$ cat src/rtl/parking_gate_arbiter_if.sv
// Lane-request / gate-command bundle between the lane controllers and the gate arbiter.
interface parking_gate_arbiter_if #(
  parameter int CNT_W = 4
) ();
  logic             req_in;
  logic             req_out;
  logic             car_passed;
  logic             alm_ack;
  logic             grant_in;
  logic             grant_out;
  logic             gate_o;
  logic             gate_cls;
  logic             alm_timeout;
  logic             lot_full;
  logic [CNT_W-1:0] occupancy;

  modport master (
    output req_in, req_out, car_passed, alm_ack,
    input  grant_in, grant_out, gate_o, gate_cls, alm_timeout, lot_full, occupancy
  );

  modport slave (
    input  req_in, req_out, car_passed, alm_ack,
    output grant_in, grant_out, gate_o, gate_cls, alm_timeout, lot_full, occupancy
  );
endinterface

$ cat src/rtl/parking_gate_arbiter.sv
// Shares one parking gate between entry and exit lanes, tracks occupancy and
// raises an alarm when a granted vehicle fails to clear the gate in time.
module parking_gate_arbiter #(
  parameter int CAPACITY     = 8,
  parameter int CNT_W        = 4,
  parameter int OPEN_TIMEOUT = 16,
  parameter int TMR_W        = 5
) (
  input logic                   clock,
  input logic                   reset,
  parking_gate_arbiter_if.slave bus
);

  typedef enum logic [4:0] {
    S_IDLE      = 5'b00001,
    S_GRANT_IN  = 5'b00010,
    S_GRANT_OUT = 5'b00100,
    S_CLOSING   = 5'b01000,
    S_ALARM     = 5'b10000
  } state_t;

  localparam logic [CNT_W-1:0] CAP       = CNT_W'(CAPACITY);
  localparam logic [TMR_W-1:0] TMR_LAST  = TMR_W'(OPEN_TIMEOUT - 1);

  state_t           state_q, state_d;
  logic [CNT_W-1:0] occ_q, occ_d;
  logic [TMR_W-1:0] timer_q, timer_d;
  logic             last_out_q, last_out_d;  // 1: exit lane held the most recent grant
  logic             in_ok, out_ok;

  always_comb begin
    state_d    = state_q;
    occ_d      = occ_q;
    timer_d    = timer_q;
    last_out_d = last_out_q;
    in_ok      = bus.req_in & (occ_q < CAP);
    out_ok     = bus.req_out & (occ_q != '0);

    case (state_q)
      S_IDLE: begin
        timer_d = '0;
        // On a tie the lane that did not hold the last grant wins.
        if (in_ok && (!out_ok || last_out_q)) begin
          state_d    = S_GRANT_IN;
          last_out_d = 1'b0;
        end else if (out_ok) begin
          state_d    = S_GRANT_OUT;
          last_out_d = 1'b1;
        end
      end
      S_GRANT_IN: begin
        if (bus.car_passed) begin
          state_d = S_CLOSING;
          if (occ_q != CAP) occ_d = occ_q + CNT_W'(1);
        end else if (timer_q == TMR_LAST) begin
          state_d = S_ALARM;
        end else begin
          timer_d = timer_q + TMR_W'(1);
        end
      end
      S_GRANT_OUT: begin
        if (bus.car_passed) begin
          state_d = S_CLOSING;
          if (occ_q != '0) occ_d = occ_q - CNT_W'(1);
        end else if (timer_q == TMR_LAST) begin
          state_d = S_ALARM;
        end else begin
          timer_d = timer_q + TMR_W'(1);
        end
      end
      S_CLOSING: begin
        state_d = S_IDLE;
      end
      S_ALARM: begin
        if (bus.alm_ack) state_d = S_CLOSING;
      end
      default: begin
        state_d = S_IDLE;
      end
    endcase
  end

  always_ff @(posedge clock) begin
    if (reset) begin
      state_q    <= S_IDLE;
      occ_q      <= '0;
      timer_q    <= '0;
      last_out_q <= 1'b1;
    end else begin
      state_q    <= state_d;
      occ_q      <= occ_d;
      timer_q    <= timer_d;
      last_out_q <= last_out_d;
    end
  end

  // Exact-match decode keeps every output low for an illegal encoding.
  assign bus.grant_in    = (state_q == S_GRANT_IN);
  assign bus.grant_out   = (state_q == S_GRANT_OUT);
  assign bus.alm_timeout = (state_q == S_ALARM);
  assign bus.gate_cls    = (state_q == S_CLOSING);
  assign bus.gate_o      = (state_q == S_GRANT_IN) | (state_q == S_GRANT_OUT) |
                           (state_q == S_ALARM);
  assign bus.lot_full    = (occ_q == CAP);
  assign bus.occupancy   = occ_q;

endmodule

$ cat src/flat_wrapper.sv
// flat-port wrapper written by rule: the top's interface ports become plain ports
module parking_gate_arbiter_flat 
#(
  parameter int CAPACITY     = 8,
  parameter int CNT_W        = 4,
  parameter int OPEN_TIMEOUT = 16,
  parameter int TMR_W        = 5
)
  (clock, reset, bus_req_in, bus_req_out, bus_car_passed, bus_alm_ack, bus_grant_in, bus_grant_out, bus_gate_o, bus_gate_cls, bus_alm_timeout, bus_lot_full, bus_occupancy);
  parking_gate_arbiter_if #(.CNT_W(CNT_W)) bus_i ();
  input logic clock;
  input logic reset;
  input wire logic [$bits(bus_i.req_in)-1:0] bus_req_in;
  input wire logic [$bits(bus_i.req_out)-1:0] bus_req_out;
  input wire logic [$bits(bus_i.car_passed)-1:0] bus_car_passed;
  input wire logic [$bits(bus_i.alm_ack)-1:0] bus_alm_ack;
  output wire logic [$bits(bus_i.grant_in)-1:0] bus_grant_in;
  output wire logic [$bits(bus_i.grant_out)-1:0] bus_grant_out;
  output wire logic [$bits(bus_i.gate_o)-1:0] bus_gate_o;
  output wire logic [$bits(bus_i.gate_cls)-1:0] bus_gate_cls;
  output wire logic [$bits(bus_i.alm_timeout)-1:0] bus_alm_timeout;
  output wire logic [$bits(bus_i.lot_full)-1:0] bus_lot_full;
  output wire logic [$bits(bus_i.occupancy)-1:0] bus_occupancy;
  assign bus_i.req_in = bus_req_in;
  assign bus_i.req_out = bus_req_out;
  assign bus_i.car_passed = bus_car_passed;
  assign bus_i.alm_ack = bus_alm_ack;
  assign bus_grant_in = bus_i.grant_in;
  assign bus_grant_out = bus_i.grant_out;
  assign bus_gate_o = bus_i.gate_o;
  assign bus_gate_cls = bus_i.gate_cls;
  assign bus_alm_timeout = bus_i.alm_timeout;
  assign bus_lot_full = bus_i.lot_full;
  assign bus_occupancy = bus_i.occupancy;
  parking_gate_arbiter #(.CAPACITY(CAPACITY), .CNT_W(CNT_W), .OPEN_TIMEOUT(OPEN_TIMEOUT), .TMR_W(TMR_W)) u_core (.clock(clock), .reset(reset), .bus(bus_i));
endmodule
$ cat config.mk
export PLATFORM = sky130hd
export DESIGN_NAME = parking_gate_arbiter_flat
export DESIGN_NICKNAME = d
export VERILOG_FILES = /design/src/rtl/parking_gate_arbiter_if.sv /design/src/rtl/parking_gate_arbiter.sv /design/src/flat_wrapper.sv
export SDC_FILE = /design/constraint.sdc
export NUM_CORES = 1
export LEC_CHECK = 0
export BUFFER_PORTS_ARGS = -buffer_cell sky130_fd_sc_hd__buf_2
export CAP_MARGIN = 30
export CORE_MARGIN = 3
export CORE_UTILIZATION = 50
export DETAILED_ROUTE_END_ITERATION = 6
export PLACE_DENSITY = 0.72
export SLEW_MARGIN = 20
export SYNTH_ARGS = -nofsm -noshare
export SYNTH_HDL_FRONTEND = slang
export SYNTH_SLANG_ARGS = --single-unit
$ cat constraint.sdc
create_clock -name clock -period 4.76 [get_ports clock]
set_input_delay 0.714 -clock clock [delete_from_list [all_inputs] [get_ports clock]]
set_output_delay 0.714 -clock clock [all_outputs]
set_load 0.03 [all_outputs]
==> qor.yml <==
logic_synthesis:
  synth_adder_area_share: 0.0773
  synth-simple-area-share: 0.316
  yosysUniqueCellTypes: 41
  synth_top_area_cell: "dfxtp_1"
  muxShareOfSynthArea: 0.0235
  synth-compound-area-share: 0.159
  synth_top_area_share: 0.331
  synthXorXnorAreaFrac: 0.0580
  synth_area_leaders: "dfxtp_1, nor2_1, ha_1, a21oi_1, xnor2_1"
  synth_fp_nets: 114
  ys_seq_area_frac: 0.331
  ys_ff_latch: 15
  syn_area_um2: 906
  synth_top_family_by_area: "simple AND/OR/NAND/NOR gates"
  ys_warn_count: 0
  postSynthCellCount: 103
  synth.avg_cell_area_um2: 8.79
timing:
  hold_violations: 0
  fmax_mhz: 403
  slew_headroom: 0.693
  tightest_slew_ps: 455
  finalClockSkew_ps: 4.23
  setup_viol: 0
  rsz0062_at_grt: "false"
  min_period_over_period: 0.521
  maxSlewViolCount: 0
  fin_crit_ps: 2480
  layout_setup_ws_ps: 2280
  fin_tns_setup_ps: 0
die:
  die-area_um2: 2360
  dieHeight_um: 48.6
  core_um2: 1610
  initial_core_util: 0.562
  die_x_um: 48.6
  ios: 16
  core.rowCount: 14
power:
  pwr_density_cell_nw_per_um2: 318
  peakVddDrop_mv: 0.221
  leakage_nw: 0.429
worst_setup_path:
  reg2reg_to: "u_core.bus.occupancy[3]"
  cpPeakStageDelay_ps: 420
  worst_path_max_delay_cell: "or3_1"
  rr_worst_depth: 9
  end_kind: "primary output"
  worstPathCellList: "or3_1 -> or3b_4 -> inv_1 -> buf_2"
  start_kind: "flip-flop"
  crit_start: "u_core.state_q[1]"
  crit_fanout: 7
  path_class: "flip-flop to primary output"
  worstSetupEndpoint: "bus_alm_timeout"
  worstPathRequired_ps: 4050
  crit_arrival_ps: 1760
  worst-r2r-setup-slack_ps: 2690
  r2r-start: "u_core.state_q[4]"
status:
  status: "finished, final reports clean"
finish:
  areaGrowthSynthToFinish_pct: 13.1
  layout.nets: 132
  final_cell_area_um2: 1020
  n_antenna_cell: 0
  drive_gt1_frac: 0.233
clock_network:
  clockRootBuffer: "clkbuf_4"
  insertion_delay_ps: 280
  clock_path_buffers: 2
  cts.sinks: 15
  post_cts_buffers: 0
  cts_made_buffers: 3
  cts_tree: "done"
  cts_resized: 0
  htreeDepth: 1
  clkTransAtPathRegs_ps: 90
  cts_hold_buf: 0
placement:
  place_congestion: 0.836
  portBuffers: 15
  place_area_um2: 998
  dp_worst_setup_slack_ps: 2580
  dpl.hpwl_um: 1400
detailed_routing:
  drt_first_pass_iters: 4
  drcViolationCount: 0
  wl_per_cell_um: 12.8
  routed_wl_um: 1840
  num_vias: 807
  drt_iter0_drc: 12
  avgViaCountPerCell: 5.60
  antenna_left: 0
job:
  maxCapViolCount: 0
grt:
  antenna_found_initial: 0
  grt_usage: 0.167
  grt_pass1_vias: 692
  grt_pass1_wl_um: 3130
  grt_remaining_overflow: 0
  grt_max_degree: 17
worst_hold_path:
  min_path_type: "flip-flop to flip-flop"
## placed cells by master (no fill, tap or decap), types with 3 or more instances in the layout
master / synthesis / routed
ha_1: 4 / 4
xnor2_1: 4 / 4
nor2_1: 14 / 14
a21oi_1: 7 / 7
buf_2: 0 / 15
nand2b_1: 5 / 5
dfxtp_1: 15 / 15
nand3_1: 4 / 4
nor3_1: 3 / 3
nand2_1: 3 / 3
clkbuf_4: 0 / 3
inv_1: 5 / 5
## per-layer routing
metal	up-vias	share of wire	global-route usage
met4	0	0.010	0.0711
met2	14	0.43	0.232
li1	416	-	-
met1	375	0.52	0.246
met3	2	0.045	0.0368
met5	-	0	0
## worst min path at each step
| stage | startpoint | to | slack (ps) | cells past startpoint |
|---|---|---|---|---|
| floorplan | u_core.timer_q[4] | u_core.timer_q[4] | 460 | 2 |
| global placement | u_core.timer_q[1] | u_core.timer_q[1] | 480 | 2 |
| detailed placement | u_core.timer_q[1] | u_core.timer_q[1] | 490 | 2 |
| CTS | u_core.timer_q[1] | u_core.timer_q[1] | 510 | 2 |
| global route | u_core.timer_q[0] | u_core.timer_q[0] | 540 | 2 |
| finish | u_core.timer_q[0] | u_core.timer_q[0] | 510 | 2 |
## state kept, by name (all words and copies together), names as in the netlist
register / count
u_core.state_q: 5
u_core.bus.occupancy: 4
u_core.last_out_q: 1
u_core.timer_q: 5
## area by class of cell
class	count	area [µm²]
fill	149	587
multi-input combinational	81	574
sequential	15	300
timing repair buffer	15	75.1
tap	24	30.0
clock buffer	4	26.3
inverter	5	18.8
## cells by family after synthesis
logic type | count (synthesis)
and+or+nand+nor | 47
AOI/OAI and AO/OA | 21
muxes | 2
DFF | 15
buffers and inverters | 7
adders and majority gates | 5
xor gates and xnor gates | 6
## critical path: cells and delay by family (launching register included)
kind / cells / cell delay (ps)
buffers and inverters: 2 / 280
AND/OR/NAND/NOR: 2 / 830
flip-flops: 1 / 380
## stage by stage
stage          hold slack [ps]  utilization  total power [mW]  instances
6_report                   505        0.636             0.326        144
5_1_grt                    541        0.636             0.346        144
4_1_cts                    506        0.636             0.329        144
3_5_place_dp               491        0.620             0.256        140
3_3_place_gp               484        0.620             0.253        140
2_1_floorplan              464            -             0.234        103
## synth_stat cells (all sizes together)
cell	n
a21o	1
a21oi	8
a311o	1
a311oi	1
a31oi	2
and3	3
clkbuf	1
dfxtp	15
dlygate4sd1	1
fa	1
ha	4
inv	5
mux2	1
mux2i	1
nand2	3
nand2b	5
nand3	4
nand4	1
nand4b	1
nor2	14
nor3	4
nor3b	1
nor4	3
nor4b	2
o21ai	2
o21bai	2
o22ai	1
o32ai	1
o41ai	2
or2	1
or3	3
or3b	1
or4	1
xnor2	4
xor2	2
## power by group
group	internal [mW]	switching [mW]
Combinational	0.0420	0.0621
Sequential	0.135	0.0135
Clock	0.0325	0.0403
Total	0.210	0.116
Power figures use the tool's default switching activity.
